--- src/rtl/router_pkg.sv ---
// Shared header-field layout and counter sizing for the packet-aware router FIFO.
package router_pkg;

  localparam int ADDR_LSB = 0;
  localparam int ADDR_W   = 2;
  localparam int LEN_LSB  = 2;

  // Packet counter holds payload_len + 1, which needs one bit less than a byte.
  function automatic int cnt_width(input int data_w);
    return data_w - 1;
  endfunction

  function automatic logic [31:0] payload_len(input logic [31:0] header);
    return header >> LEN_LSB;
  endfunction

endpackage

--- src/rtl/router_fifo_mem.sv ---
// Dual-port register array: synchronous write, combinational read.
module router_fifo_mem #(
  parameter int WIDTH = 9,
  parameter int DEPTH = 16,
  parameter int AW    = $clog2(DEPTH)
) (
  input  logic             clk,
  input  logic             wr_en,
  input  logic [AW-1:0]    wr_addr,
  input  logic [WIDTH-1:0] wr_data,
  input  logic [AW-1:0]    rd_addr,
  output logic [WIDTH-1:0] rd_data
);

  logic [WIDTH-1:0] mem_reg [DEPTH];

  always_ff @(posedge clk) begin
    if (wr_en) mem_reg[wr_addr] <= wr_data;
  end

  assign rd_data = mem_reg[rd_addr];

endmodule

--- src/rtl/router_fifo_pkt.sv ---
// Packet-aware router output FIFO: stores header tag per byte, tracks packet
// boundaries on the read side and reports occupancy and sticky error flags.
module router_fifo_pkt
  import router_pkg::*;
#(
  parameter int DATA_W    = 8,
  parameter int DEPTH     = 16,
  parameter int AF_MARGIN = 2
) (
  input  logic                       clk,
  input  logic                       resetn,
  input  logic                       soft_reset,
  input  logic                       we,
  input  logic                       re,
  input  logic                       lfd_state,
  input  logic [DATA_W-1:0]          datain,
  output logic                       full,
  output logic                       empty,
  output logic                       almost_full,
  output logic [$clog2(DEPTH):0]     fill_level,
  output logic [DATA_W-1:0]          dataout,
  output logic                       dout_valid,
  output logic                       sop,
  output logic                       eop,
  output logic                       overflow,
  output logic                       underflow
);

  localparam int AW    = $clog2(DEPTH);
  localparam int LW    = AW + 1;
  localparam int CNT_W = cnt_width(DATA_W);

  logic [AW-1:0]    wr_ptr_reg, rd_ptr_reg;
  logic [LW-1:0]    fill_next;
  logic [CNT_W-1:0] cnt_reg;
  logic [CNT_W-1:0] cnt_load;
  logic [DATA_W:0]  rd_entry;
  logic             wr_ok, rd_ok;

  // Flags are registered, so full/empty here reflect the current fill_level.
  assign wr_ok = we && !full  && !soft_reset;
  assign rd_ok = re && !empty && !soft_reset;

  assign cnt_load = CNT_W'(payload_len(32'(rd_entry[DATA_W-1:0]))) + CNT_W'(1);

  always_comb begin
    fill_next = fill_level;
    case ({wr_ok, rd_ok})
      2'b10:   fill_next = fill_level + LW'(1);
      2'b01:   fill_next = fill_level - LW'(1);
      default: fill_next = fill_level;
    endcase
  end

  router_fifo_mem #(
    .WIDTH (DATA_W + 1),
    .DEPTH (DEPTH),
    .AW    (AW)
  ) u_mem (
    .clk     (clk),
    .wr_en   (wr_ok),
    .wr_addr (wr_ptr_reg),
    .wr_data ({lfd_state, datain}),
    .rd_addr (rd_ptr_reg),
    .rd_data (rd_entry)
  );

  always_ff @(posedge clk or negedge resetn) begin
    if (!resetn) begin
      wr_ptr_reg  <= '0;
      rd_ptr_reg  <= '0;
      fill_level  <= '0;
      full        <= 1'b0;
      empty       <= 1'b1;
      almost_full <= 1'b0;
      dataout     <= '0;
      dout_valid  <= 1'b0;
      sop         <= 1'b0;
      eop         <= 1'b0;
      overflow    <= 1'b0;
      underflow   <= 1'b0;
      cnt_reg     <= '0;
    end else if (soft_reset) begin
      wr_ptr_reg  <= '0;
      rd_ptr_reg  <= '0;
      fill_level  <= '0;
      full        <= 1'b0;
      empty       <= 1'b1;
      almost_full <= 1'b0;
      dataout     <= '0;
      dout_valid  <= 1'b0;
      sop         <= 1'b0;
      eop         <= 1'b0;
      overflow    <= 1'b0;
      underflow   <= 1'b0;
      cnt_reg     <= '0;
    end else begin
      fill_level  <= fill_next;
      full        <= (fill_next == LW'(DEPTH));
      empty       <= (fill_next == '0);
      almost_full <= (fill_next >= LW'(DEPTH - AF_MARGIN));
      if (we && full)  overflow  <= 1'b1;
      if (re && empty) underflow <= 1'b1;
      if (wr_ok) wr_ptr_reg <= wr_ptr_reg + AW'(1);

      if (rd_ok) begin
        rd_ptr_reg <= rd_ptr_reg + AW'(1);
        dataout    <= rd_entry[DATA_W-1:0];
        dout_valid <= 1'b1;
        sop        <= rd_entry[DATA_W];
        // A header always reloads, even if the previous packet was truncated.
        if (rd_entry[DATA_W]) begin
          cnt_reg <= cnt_load;
          eop     <= 1'b0;
        end else if (cnt_reg > CNT_W'(1)) begin
          cnt_reg <= cnt_reg - CNT_W'(1);
          eop     <= 1'b0;
        end else if (cnt_reg == CNT_W'(1)) begin
          cnt_reg <= '0;
          eop     <= 1'b1;
        end else begin
          eop     <= 1'b0;
        end
      end else begin
        dout_valid <= 1'b0;
        sop        <= 1'b0;
        eop        <= 1'b0;
      end
    end
  end

endmodule

--- config.mk ---
export PLATFORM = sky130hd
export DESIGN_NAME = router_fifo_pkt
export DESIGN_NICKNAME = d
export VERILOG_FILES = /design/src/rtl/router_pkg.sv /design/src/rtl/router_fifo_mem.sv /design/src/rtl/router_fifo_pkt.sv
export SDC_FILE = /design/constraint.sdc
export NUM_CORES = 1
export LEC_CHECK = 0
export CORE_MARGIN = 2
export CORE_UTILIZATION = 35
export CTS_CLUSTER_DIAMETER = 150
export DETAILED_ROUTE_END_ITERATION = 8
export PLACE_DENSITY = 0.47
export SLEW_MARGIN = 20
export SYNTH_ARGS = -nofsm -noshare
export SYNTH_HDL_FRONTEND = slang
export SYNTH_HIERARCHICAL = 1
export SYNTH_SLANG_ARGS = --single-unit
--- constraint.sdc ---
create_clock -name clk -period 5.2 [get_ports clk]
set_clock_uncertainty 0.15 [all_clocks]
set_input_delay 0.52 -clock clk [delete_from_list [all_inputs] [get_ports clk]]
set_output_delay 0.52 -clock clk [all_outputs]
set_load 0.01 [all_outputs]
# Yosys cells after proc, flatten, opt, wreduce, memory -nomap -nowiden
# Memory sizes are Yosys's and may differ from the RTL's.
# Cells that the tools add are included.
# classes
magnitude_cmp	2
n_mux	31
add_sub_neg	6
n_reduce_logical	16
n_eq_ne	4
# ops
cell	n
$mux 7	5
$mux 1	18
$mux 4	4
$mux 8	2
$pmux 5 s2	1
$add 4x1->4 const B	2
$reduce_bool 2->1	4
$add 6x1->7 const B	1
$eq 7x1->1 const B	1
$gt 7x1->1 const B	1
$sub 7x1->7 const B	1
$logic_and 1x1->1	6
$add 5x1->5 const B	1
$eq 5x5->1 const B	1
$ge 5x4->1 const B	1
$logic_not 5->1	1
$mux 5	1
$sub 5x1->5 const B	1
$reduce_bool 4->1	1
$logic_not 1->1	3
$eq 2x1->1 const B	1
$eq 2x2->1 const B	1
$reduce_and 2->1	1
# word_totals
output_inout_bits	21
mem_count	1
inputBits	14
mem_bits_rw	144
ff_bits	36
# memory_table
memory	words	word_bits	rd	rd_clocked_by_memory_dff	wr	line	source
u_mem.mem_reg	16	9	1	0	1	router_fifo_mem.sv:15	logic [WIDTH-1:0] mem_reg [DEPTH];

# Logic depth before layout (Yosys ltp)
# Gate-level depths: netlist of run 1.
# logic_depth
word_depth	7
ltp_mapped	11

# By module
# Netlist of run 1, hierarchy kept.
# modules_own_cells
mod	area_per_inst_um2	cells_per_inst	instances	seq_area_each_um2
router_fifo_mem	5600.4	245	1	4324.1
router_fifo_pkt	1963.1	207	1	902.1

# Worst setup path after synthesis of run 1
# OpenSTA, ideal clock, no wires.
# synth_path
path_kind	reg2reg
from	register rd_ptr_reg[0]
to	register cnt_reg[2]
path_buffers	3
t_arrival_ps	2575
required_ps	4929
slack_ps	2354
stages_incl_launch_ff	10
setup_time_ps	121
period_less_slack_ps	2846
cell_sequence	dfrtp_1 -> buf_6 -> buf_4 -> mux4_2 -> a22oi_1 -> nand2_1 -> clkbuf_1 -> or4_4 -> and2_4 -> a22o_2
# synth_via
word_cells_on_any_way	7
classes_between	1 x add/sub; 3 x mux; 2 x reduce/logical; 1 x memory
# synth_lines
element	line	source
start: declaration	router_fifo_pkt.sv:33	logic [AW-1:0] wr_ptr_reg, rd_ptr_reg;
start signal: assignment	router_fifo_pkt.sv:107	rd_ptr_reg <= rd_ptr_reg + AW'(1);
$mem_v2 16x9 (*)	-	
net rd_entry[8]	router_fifo_pkt.sv:37	logic [DATA_W:0] rd_entry;
$mux 7	router_fifo_pkt.sv:112	if (rd_entry[DATA_W]) begin
$mux 7	router_fifo_pkt.sv:106	if (rd_ok) begin
$mux 7	router_fifo_pkt.sv:83	end else if (soft_reset) begin
end signal: assignment	router_fifo_pkt.sv:113	cnt_reg <= cnt_load;
end signal: assignment	router_fifo_pkt.sv:116	cnt_reg <= cnt_reg - CNT_W'(1);
end: declaration	router_fifo_pkt.sv:35	logic [CNT_W-1:0] cnt_reg;
# Mark *: on every way through the listed nets, which the timed path passes. The rest lies on a longest branch. The select of a mux whose other input is x is not followed.
# A chain may end at the register's enable or synchronous reset.

# Final worst setup path of run 1
# layout_path
from	register rd_ptr_reg[0]
to	register cnt_reg[5]
# layout_via
elab_chain_cells	5
word_cells_on_any_way	7
classes_between	1 x add/sub; 3 x mux; 2 x reduce/logical; 1 x memory
# layout_lines
element	line	source
$mem_v2 16x9	-	
net rd_entry[5]	router_fifo_pkt.sv:37	
$add 6x1->7	router_fifo_pkt.sv:44	assign cnt_load = CNT_W'(payload_len(32'(rd_entry[DATA_W-1:0]))) + CNT_W'(1);
$mux 7	router_fifo_pkt.sv:112	
$mux 7	router_fifo_pkt.sv:106	
$mux 7	router_fifo_pkt.sv:83	
# The timed path passes the listed nets, and every way through them passes these cells. The select of a mux whose other input is x is not followed.

==> impl_metrics.csv, run 1 <==
group,metric,value,unit
run_status,status,"completed",
worst_setup_path,critPathKind,"reg -> reg",
grt,grt_usage,14.8,%
synth,synth_top_family_by_area,"multiplexers",
drt,viasPerCell,5.25,
pwr,p_leak,2.96,nW
sta,final-hold-violation-count,0,
grt,grt_pass1_wl,24.5,mm
cells_and_area,regArea,0.00523,mm²
clock_tree,cts_setup_buffers,0,
worst_setup_path,cp.required,5.35,ns
synth,ys_seq_area_share,69.1,%
cells_and_area,nFillCells,1890,
worst_setup_path,path_max_fanout,27,
clock_tree,postCtsHoldBufs,0,
worst_setup_path,startpoint_type,"register",
synth,async_reset_ff_share,20.0,%
floorplan,row_count,53,
synth,synth_compound_area_share,5.62,%
floorplan,core_area,0.0211,mm²
sta,fin_ws,1.95,ns
synth,synthCells,452,
clock_tree,h-tree-depth,4,
cells_and_area,multi_input_area,0.00216,mm²
drt,wl,15.8,mm
clock_tree,clock-root-buffer,"clkbuf_16",
clock_tree,cts_made_buffers,17,
worst_setup_path,end_kind,"register",
synth,synth_largest_area_cell,"edfxtp_1",
synth,synth_edf_count,144,
synth,synth-main-ff-cell,"edfxtp_1",
cells_and_area,final_core_util,41.6,%
floorplan,io_pins,35,
flow_run,cap_violations,0,
cells_and_area,syn_to_final_growth,15.9,%
sta,slew_headroom,27.3,%
cells_and_area,largest_register_ffs,144,
clock_tree,clock_path_buffers,2,
clock_tree,clock_latency,0.43,ns
drt,dr_wl_met2,7.74,mm
pwr,power_per_cell_area,365,mW/mm²
grt,antenna_found_initial,0,
grt,grt_pass1_vias,4207,
worst_hold_path,hp-class,"in -> async",
floorplan,die_y,151,µm
drt,firstDrtPassIters,4,
cells_and_area,stdcell_count,781,
placed_design,numPlacedInstances,750,
synth,synthesis.nets,474,
placed_design,dp_slack,1.61,ns
synth,avgSynthCellArea,16.7,µm²
clock_tree,cts.sinks,180,
pwr,ir_drop,213,µV
placed_design,dpl.hpwl,10.4,mm
cells_and_area,nets,516,
drt,dr_total_vias,4099,
sta,setup_tns,0,ns
synth,synth.top_cell.area_share,57.2,%
clock_tree,cts_resized,0,
sta,max_freq,308,MHz
placed_design,gp_congestion,0.785,
cells_and_area,antenna_cells,0,
synth,synth.area.top_cells,"edfxtp_1, dfrtp_1, mux4_2, mux4_1, nand2_1",
grt,grt_overflow_total,0,
sta,tightestPinTransition,1.09,ns
placed_design,io_buffers,34,
drt,drc,0,
drt,first_iter_violations,271,
synth,postSynthRegisterBits,180,
floorplan,start_util,35.9,%
sta,fin_crit_sh,62.5,%
sta,maxSlewViolCount,0,
synth,yosysWarnings,6,
sta,whs,0.0580,ns
grt,grt_max_degree,37,
drt,drt.antenna.violating_nets,0,
floorplan,die_w,151,µm
cells_and_area,drive_above_1_share,14.8,%
synth,synth_cell_types,57,
worst_setup_path,worstPathArrival,3.40,ns
synth,netlist_area,0.00756,mm²
sta,rsz0062_at_grt,"no",
synth,synth_fa_ha_area_share,1.32,%
drt,highest_layer,"met4",
clock_tree,cts_tree,"yes",
drt,met3_length,771,µm
synth,synth-simple-area-share,7.99,%
drt,wire_per_inst,20.2,µm
sta,fin_crit,3.25,ns
clock_tree,path_clk_slew,0.07,ns
drt,wl_met1,7.12,mm
sta,setup_violations,0,
synth,synth.area.mux_share,11.9,%
synth,synth_xor_area_share,1.74,%
floorplan,die_area,0.0228,mm²
[layout by cell type, fill, tap and decap left out, types with 3 or more instances in the layout]
master	n
nand2_1	38
mux4_1	15
mux4_2	21
ha_1	8
clkdlybuf4s50_1	33
buf_4	9
nor2b_1	6
inv_6	4
nor2_1	34
o21ai_0	4
inv_1	8
clkinvlp_4	3
xor2_1	7
nand3_1	6
edfxtp_1	144
dfrtp_1	34
nand3b_1	4
bufinv_16	3
a22o_2	3
nor3_1	8
clkbuf_16	17
a21oi_1	18
mux2i_1	3
a22oi_1	18
xnor2_1	8
nand2b_1	8
[metrics by stage]
step	instance area, µm²	power (W)
4_1_cts	8760	0.00324
3_3_place_gp	8160	0.00192
2_1_floorplan	7560	0.00182
6_report	8760	0.00320
3_5_place_dp	8160	0.00192
5_1_grt	8760	0.00332
[cell families (layout without fill, tap and decap cells)]
| family | Yosys count | after routing |
|---|---|---|
| simple gates | 122 | 122 |
| compound gates | 60 | 60 |
| flops | 180 | 180 |
| xor+xnor | 15 | 15 |
| fa+ha+maj | 8 | 8 |
| mux | 39 | 39 |
| buf+inv | 28 | 82 |
[report_power, final]
group / switching (W) / internal [W]
Combinational: 0.000148 / 0.000128
Sequential: 0.0000299 / 0.00158
Clock: 0.000549 / 0.000762
Total: 0.000727 / 0.00247
[layout make-up]
type                    instances  area share [%]
repair buffers                 43            4.60
flip-flops and latches        180            59.7
clock buffers                  18            4.90
clock inverters                13            1.96
well taps                     275            3.93
inverters                       8           0.343
multi-input cells             244            24.6
[synthesized netlist by cell type (4+ instances only)]
cell type / instances
xnor2_1: 8
nor3_1: 8
inv_1: 8
nor2_1: 34
a21oi_1: 18
nor2b_1: 6
clkbuf_1: 6
mux4_2: 21
mux4_1: 15
ha_1: 8
o21ai_0: 4
buf_6: 4
dfrtp_1: 35
nand2b_1: 8
nand3b_1: 4
nand2_1: 38
edfxtp_1: 144
nand3_1: 6
a22oi_1: 18
xor2_1: 7
[worst max-delay path, cell delays in order, from the launching register on]
cell	delay [ns]
dfrtp_2	0.62
buf_4	0.53
mux4_1	0.63
a22oi_1	0.25
nand2_1	0.18
nand3_1	0.14
nor2_1	0.07
xor2_1	0.14
a221o_2	0.39
[worst paths after layout]
check                                   start       endpoint  slack (ns)  cells past startpoint
worst min register to register       overflow       overflow        0.34                      2
worst max register to register  rd_ptr_reg[0]     cnt_reg[5]        1.95                      8
max in group asynchronous              resetn  rd_ptr_reg[0]        4.26                      1
worst min-delay path                   resetn  fill_level[2]        0.06                      1
min in group clk                     overflow       overflow        0.34                      2
worst max-delay path            rd_ptr_reg[0]     cnt_reg[5]        1.95                      8
[routing by layer]
metal  GRT usage (%)  vias to the layer above
met5               0                        -
met4            3.74                        0
met3            3.58                       13
met2            24.4                      112
met1            19.8                     2107
li1                -                     1867
(Power assumes the default switching activity.)
==> run 2: changes to the inputs <==
clock period = 3.3 ns   (was 5.2 ns; I/O delays follow)
==> impl_metrics.csv, run 2 (synthesis gave the netlist of run 1 again) <==
group,metric,value,unit
grt,antenna_found_initial,0,
cells_and_area,drive_above_1_share,19.2,%
floorplan,io_pins,35,
floorplan,core_area,0.0211,mm²
drt,drt.antenna.violating_nets,0,
sta,fin_crit,2.97,ns
flow_run,cap_violations,0,
grt,grt_pass1_vias,4276,
worst_hold_path,holdPathEnd,"overflow",
worst_setup_path,cp_slowest_stage_delay,0.58,ns
grt,grt_max_degree,40,
clock_tree,cts.sinks,180,
pwr,finalPower,0.00498,W
drt,first_iter_violations,220,
worst_setup_path,r2r-end,"cnt_reg[4]",
sta,setup_violations,0,
worst_setup_path,path_cells,"buf_12 > mux4_1 > a22oi_1 > nand2_1 > ha_1 > nand3_1 > xnor2_1 > a221o_2",
sta,rsz0062_at_grt,"no",
placed_design,io_buffers,34,
sta,fin_crit_sh,90.1,%
placed_design,dpl.hpwl,10.5,mm
worst_setup_path,critPathSlowestCell,"dfrtp_2",
floorplan,die_w,151,µm
clock_tree,clock_latency,0.43,ns
worst_setup_path,startpoint_type,"register",
worst_setup_path,end_kind,"register",
drt,dr_total_vias,4183,
sta,whs,0.352,ns
pwr,p_leak,3.10,nW
pwr,power_per_cell_area,556,mW/mm²
cells_and_area,post-route-cell-area,0.00896,mm²
cells_and_area,nFillCells,1885,
run_status,status,"completed",
cells_and_area,nets,541,
worst_setup_path,r2r_slack,0.33,ns
sta,slew_headroom,44.4,%
clock_tree,cts_setup_buffers,0,
cells_and_area,syn_to_final_growth,18.5,%
sta,max_freq,336,MHz
floorplan,die_area,0.0228,mm²
worst_hold_path,hold_path_startpoint,"overflow",
grt,grt_usage,15.4,%
clock_tree,clock_path_buffers,2,
worst_setup_path,r2r_cells,8,
drt,wl,16.2,mm
drt,drc,0,
grt,grt_overflow_total,0,
drt,wire_per_inst,20.1,µm
clock_tree,cts_tree,"yes",
cells_and_area,final_common_cell,"edfxtp_1",
sta,tightestPinTransition,0.834,ns
worst_setup_path,r2r_start,"rd_ptr_reg[0]",
pwr,ir_drop,314,µV
sta,setup_tns,0,ns
cells_and_area,antenna_cells,0,
sta,final-hold-violation-count,0,
cells_and_area,largest_register_ffs,144,
grt,grt_pass1_wl,25.2,mm
clock_tree,path_clk_slew,0.07,ns
worst_setup_path,path_max_fanout,11,
cells_and_area,most-common-layout-cells,"edfxtp_1, nand2_1, nor2_1, dfrtp_1, clkdlybuf4s50_1",
worst_setup_path,cp.required,3.47,ns
clock_tree,cts_made_buffers,17,
worst_hold_path,hp-class,"reg -> reg",
worst_setup_path,critPathKind,"reg -> reg",
sta,maxSlewViolCount,0,
placed_design,gp_congestion,0.773,
worst_hold_path,hold_depth,2,
clock_tree,clock-root-buffer,"clkbuf_16",
floorplan,die_y,151,µm
floorplan,start_util,35.9,%
floorplan,row_count,53,
placed_design,dpl_cell_area,0.00837,mm²
drt,firstDrtPassIters,4,
clock_tree,h-tree-depth,4,
drt,viasPerCell,5.18,
worst_setup_path,worstPathArrival,3.14,ns
-- run 2: per-stage QoR --
stage	setup slack (ns)	instances	util [%]
6_report	0.325	807	42.5
5_1_grt	0.198	807	42.5
4_1_cts	0.362	807	42.5
3_5_place_dp	0.334	774	39.7
3_3_place_gp	0.346	774	39.7
2_1_floorplan	0.454	452	-
-- run 2: worst max-delay path: cells and delay by family, from the launching register on --
kind	cells	cell delay (ns)
xor+xnor	1	0.09
buf+inv	1	0.18
simple gates	2	0.32
mux	1	0.55
flops	1	0.58
fa+ha+maj	1	0.29
compound gates	2	0.69
-- run 2: worst max path at each step --
stage | end | from | slack, ns
2_1_floorplan | cnt_reg[2] | rd_ptr_reg[0] | 0.45
3_3_place_gp | cnt_reg[4] | rd_ptr_reg[0] | 0.35
3_5_place_dp | almost_full | we | 0.33
4_1_cts | cnt_reg[4] | rd_ptr_reg[0] | 0.36
5_1_grt | cnt_reg[4] | rd_ptr_reg[0] | 0.20
6_report | cnt_reg[4] | rd_ptr_reg[0] | 0.33
-- run 2: cell type report --
type | instances | area (µm²) | share of cell area [%]
Clock buffer | 17 | 425 | 4.75
Clock inverter | 15 | 158 | 1.76
Inverter | 8 | 30.0 | 0.335
Multi-Input combinational cell | 244 | 2160 | 24.1
Sequential cell | 180 | 5230 | 58.3
Tap cell | 275 | 344 | 3.84
Timing Repair Buffer | 68 | 618 | 6.90
-- run 2: power by group --
group	leakage [nW]	switching [W]	internal (W)
logic	1.03	0.000243	0.000224
registers	1.79	0.0000426	0.00249
clock network	0.283	0.000962	0.00101
total	3.10	0.00125	0.00373
-- run 2: repair_timing --
item                                   CTS  global route
resized for setup                        0             0
hold buffers                             1             0
endpoints found under the hold margin   35             0
-- run 2: metal layers --
layer / track usage, % / share of wire (%)
met1: 20.9 / 48
met4: 3.69 / 0.62
met3: 3.80 / 3.5
met5: 0 / 0
met2: 25.0 / 48
==> run 3: changes to the inputs <==
CTS_CLUSTER_DIAMETER = not set   (was 150)
SYNTH_HIERARCHICAL = not set   (was 1)
==> impl_metrics.csv, run 3 <==
group,metric,value,unit
clock_tree,cts_resized,0,
synth,avgSynthCellArea,16.3,µm²
cells_and_area,most-common-layout-cells,"edfxtp_1, nand2_1, mux4_2",
synth,yosysWarnings,0,
synth,synth-main-ff-cell,"edfxtp_1",
worst_setup_path,startpoint_type,"register",
floorplan,start_util,35.6,%
worst_setup_path,critPathKind,"reg -> reg",
synth,ys_seq_area_share,69.7,%
cells_and_area,final_core_util,42.6,%
drt,firstDrtPassIters,4,
floorplan,die_y,150,µm
synth,netlist_area,0.00749,mm²
drt,dr_total_vias,4108,
clock_tree,clock_path_buffers,2,
pwr,switchingPower,0.00127,W
sta,slew_headroom,44.9,%
clock_tree,cts_made_buffers,17,
cells_and_area,largest_register_ffs,144,
clock_tree,h-tree-depth,4,
pwr,ir_drop,323,µV
worst_setup_path,path_max_fanout,14,
cells_and_area,drive_above_1_share,21.0,%
worst_setup_path,worstPathArrival,3.09,ns
placed_design,dpl.hpwl,11.3,mm
pwr,internal_power,0.00398,W
drt,wl,16.6,mm
pwr,power_per_cell_area,586,mW/mm²
synth,netlist_top_cells_count,"edfxtp_1, nand2_1, mux4_2, dfrtp_1, nor2_1",
cells_and_area,regArea,0.00523,mm²
sta,rsz0062_at_grt,"no",
pwr,power_frac_seq,48.7,%
floorplan,die_area,0.0226,mm²
sta,fin_crit,2.93,ns
synth,synth_largest_area_cell,"edfxtp_1",
worst_setup_path,end_kind,"register",
pwr,combPwrFrac,11.1,%
synth,synth.top_cell.area_share,57.7,%
pwr,finalPower,0.00525,W
drt,first_iter_violations,236,
cells_and_area,final_common_cell,"edfxtp_1",
synth,synth_cell_types,46,
grt,grt_overflow_total,0,
pwr,pwr-share-clk,40.2,%
synth,async_reset_ff_share,20.0,%
synth,synthCells,460,
grt,grt_max_degree,37,
cells_and_area,multi_input_area,0.00212,mm²
clock_tree,clock_latency,0.42,ns
synth,synth.area.top_cells,"edfxtp_1, dfrtp_1, mux4_2, nand2_1, ha_1",
synth,synthesis.nets,485,
sta,maxSlewViolCount,0,
floorplan,die_w,150,µm
clock_tree,path_clk_slew,0.07,ns
drt,drt.antenna.violating_nets,0,
clock_tree,clock-root-buffer,"clkbuf_16",
sta,setup_violations,0,
synth,synth_edf_count,144,
grt,grt_pass1_vias,4261,
worst_setup_path,cp.required,3.46,ns
clock_tree,cts_tree,"yes",
pwr,p_leak,3.13,nW
cells_and_area,nFillCells,1883,
placed_design,io_buffers,34,
run_status,status,"completed",
grt,antenna_found_initial,0,
grt,grt_usage,15.8,%
worst_hold_path,hp-class,"reg -> reg",
cells_and_area,nets,550,
pwr,switching_share,24.1,%
sta,final-hold-violation-count,0,
cells_and_area,antenna_cells,0,
floorplan,core_area,0.0210,mm²
drt,viasPerCell,5.05,
placed_design,gp_congestion,0.739,
floorplan,io_pins,35,
floorplan,row_count,53,
sta,tightestPinTransition,0.826,ns
sta,fin_crit_sh,88.9,%
sta,setup_tns,0,ns
synth,yosysMostFrequentCell,"edfxtp_1",
sta,max_freq,341,MHz
grt,grt_pass1_wl,25.8,mm
cells_and_area,syn_to_final_growth,19.6,%
synth,postSynthRegisterBits,180,
drt,wire_per_inst,20.4,µm
flow_run,cap_violations,0,
clock_tree,cts.sinks,180,
drt,drc,0,
-- run 3: changes by cell type after synthesis, moves of 4 or more --
| cell | change |
|---|---|
| nand3_1 | -4 |
| nand3b_1 | -4 |
| o21ai_1 | +4 |
| a21oi_1 | +4 |
| mux4_1 | -15 |
| nor3_1 | +4 |
| clkbuf_1 | +9 |
| mux4_2 | +17 |
-- run 3: repair_timing --
item / in CTS / in global routing
endpoints found under the hold margin: 35 / 0
hold buffers: 1 / 0
buffers inserted: 0 / 0
-- run 3: final cells by class --
type / instances / area share [%]
well taps: 275 / 3.84
inverters: 12 / 0.503
clock buffers: 17 / 4.75
clock inverters: 15 / 2.14
flip-flops and latches: 180 / 58.4
multi-input cells: 244 / 23.6
repair buffers: 70 / 6.79
-- run 3: power groups by stage --
stage / clock (W) / sequential [W] / combinational [W]
global route: 0.00225 / 0.00257 / 0.000649
global placement: 0 / 0.00261 / 0.000587
CTS: 0.00217 / 0.00256 / 0.000589
finish: 0.00211 / 0.00256 / 0.000580
floorplan: 0 / 0.00259 / 0.000393
detailed placement: 0 / 0.00261 / 0.000587
-- run 3: worst paths after layout --
check / from / to / slack, ns / cells after the start
min in group asynchronous: resetn / fill_level[2] / 0.39 / 2
hold / removal: overflow / overflow / 0.35 / 2
setup reg to reg: rd_ptr_reg[0] / cnt_reg[2] / 0.37 / 8
setup / recovery: rd_ptr_reg[0] / cnt_reg[2] / 0.37 / 8
hold reg to reg: overflow / overflow / 0.35 / 2
max in group asynchronous: resetn / rd_ptr_reg[0] / 2.03 / 2
-- run 3: kinds of logic (layout without fill, tap and decap cells) --
logic type      after synthesis  in the layout  synth area share [%]
xor+xnor                     16             16                  1.87
simple gates                117            117                  7.18
compound gates               56             56                  4.99
buf+inv                      36            114                  2.00
flops                       180            180                  69.7
mux                          44             44                  12.4
fa+ha+maj                    11             11                  1.84
-- run 3: worst max-delay path: stages (launching register included) --
cell and delay, ns:
dfrtp_2 0.59, buf_4 0.37, mux4_2 0.57, a22oi_1 0.26, nand2_1 0.16, ha_1 0.23, xnor2_1 0.18, mux2i_1 0.11
a22o_1 0.19
-- run 3: routing by layer --
layer	vias to the layer above	track usage [%]	routed length, µm
li1	1898	-	-
met1	2099	21.2	7650
met2	93	25.8	8130
met3	18	3.45	535
met4	0	5.09	258
met5	-	0	0
-- run 3: stage by stage --
| stage | worst slack [ns] | hold slack, ns | std cells | cell area [µm²] |
|---|---|---|---|---|
| floorplan | 0.355 | -0.116 | 460 | 7490 |
| detailed placement | 0.176 | 0.335 | 780 | 8330 |
| global placement | 0.268 | 0.328 | 780 | 8330 |
| global route | 0.192 | 0.393 | 813 | 8960 |
| CTS | 0.327 | 0.362 | 813 | 8960 |
| finish | 0.365 | 0.350 | 813 | 8960 |
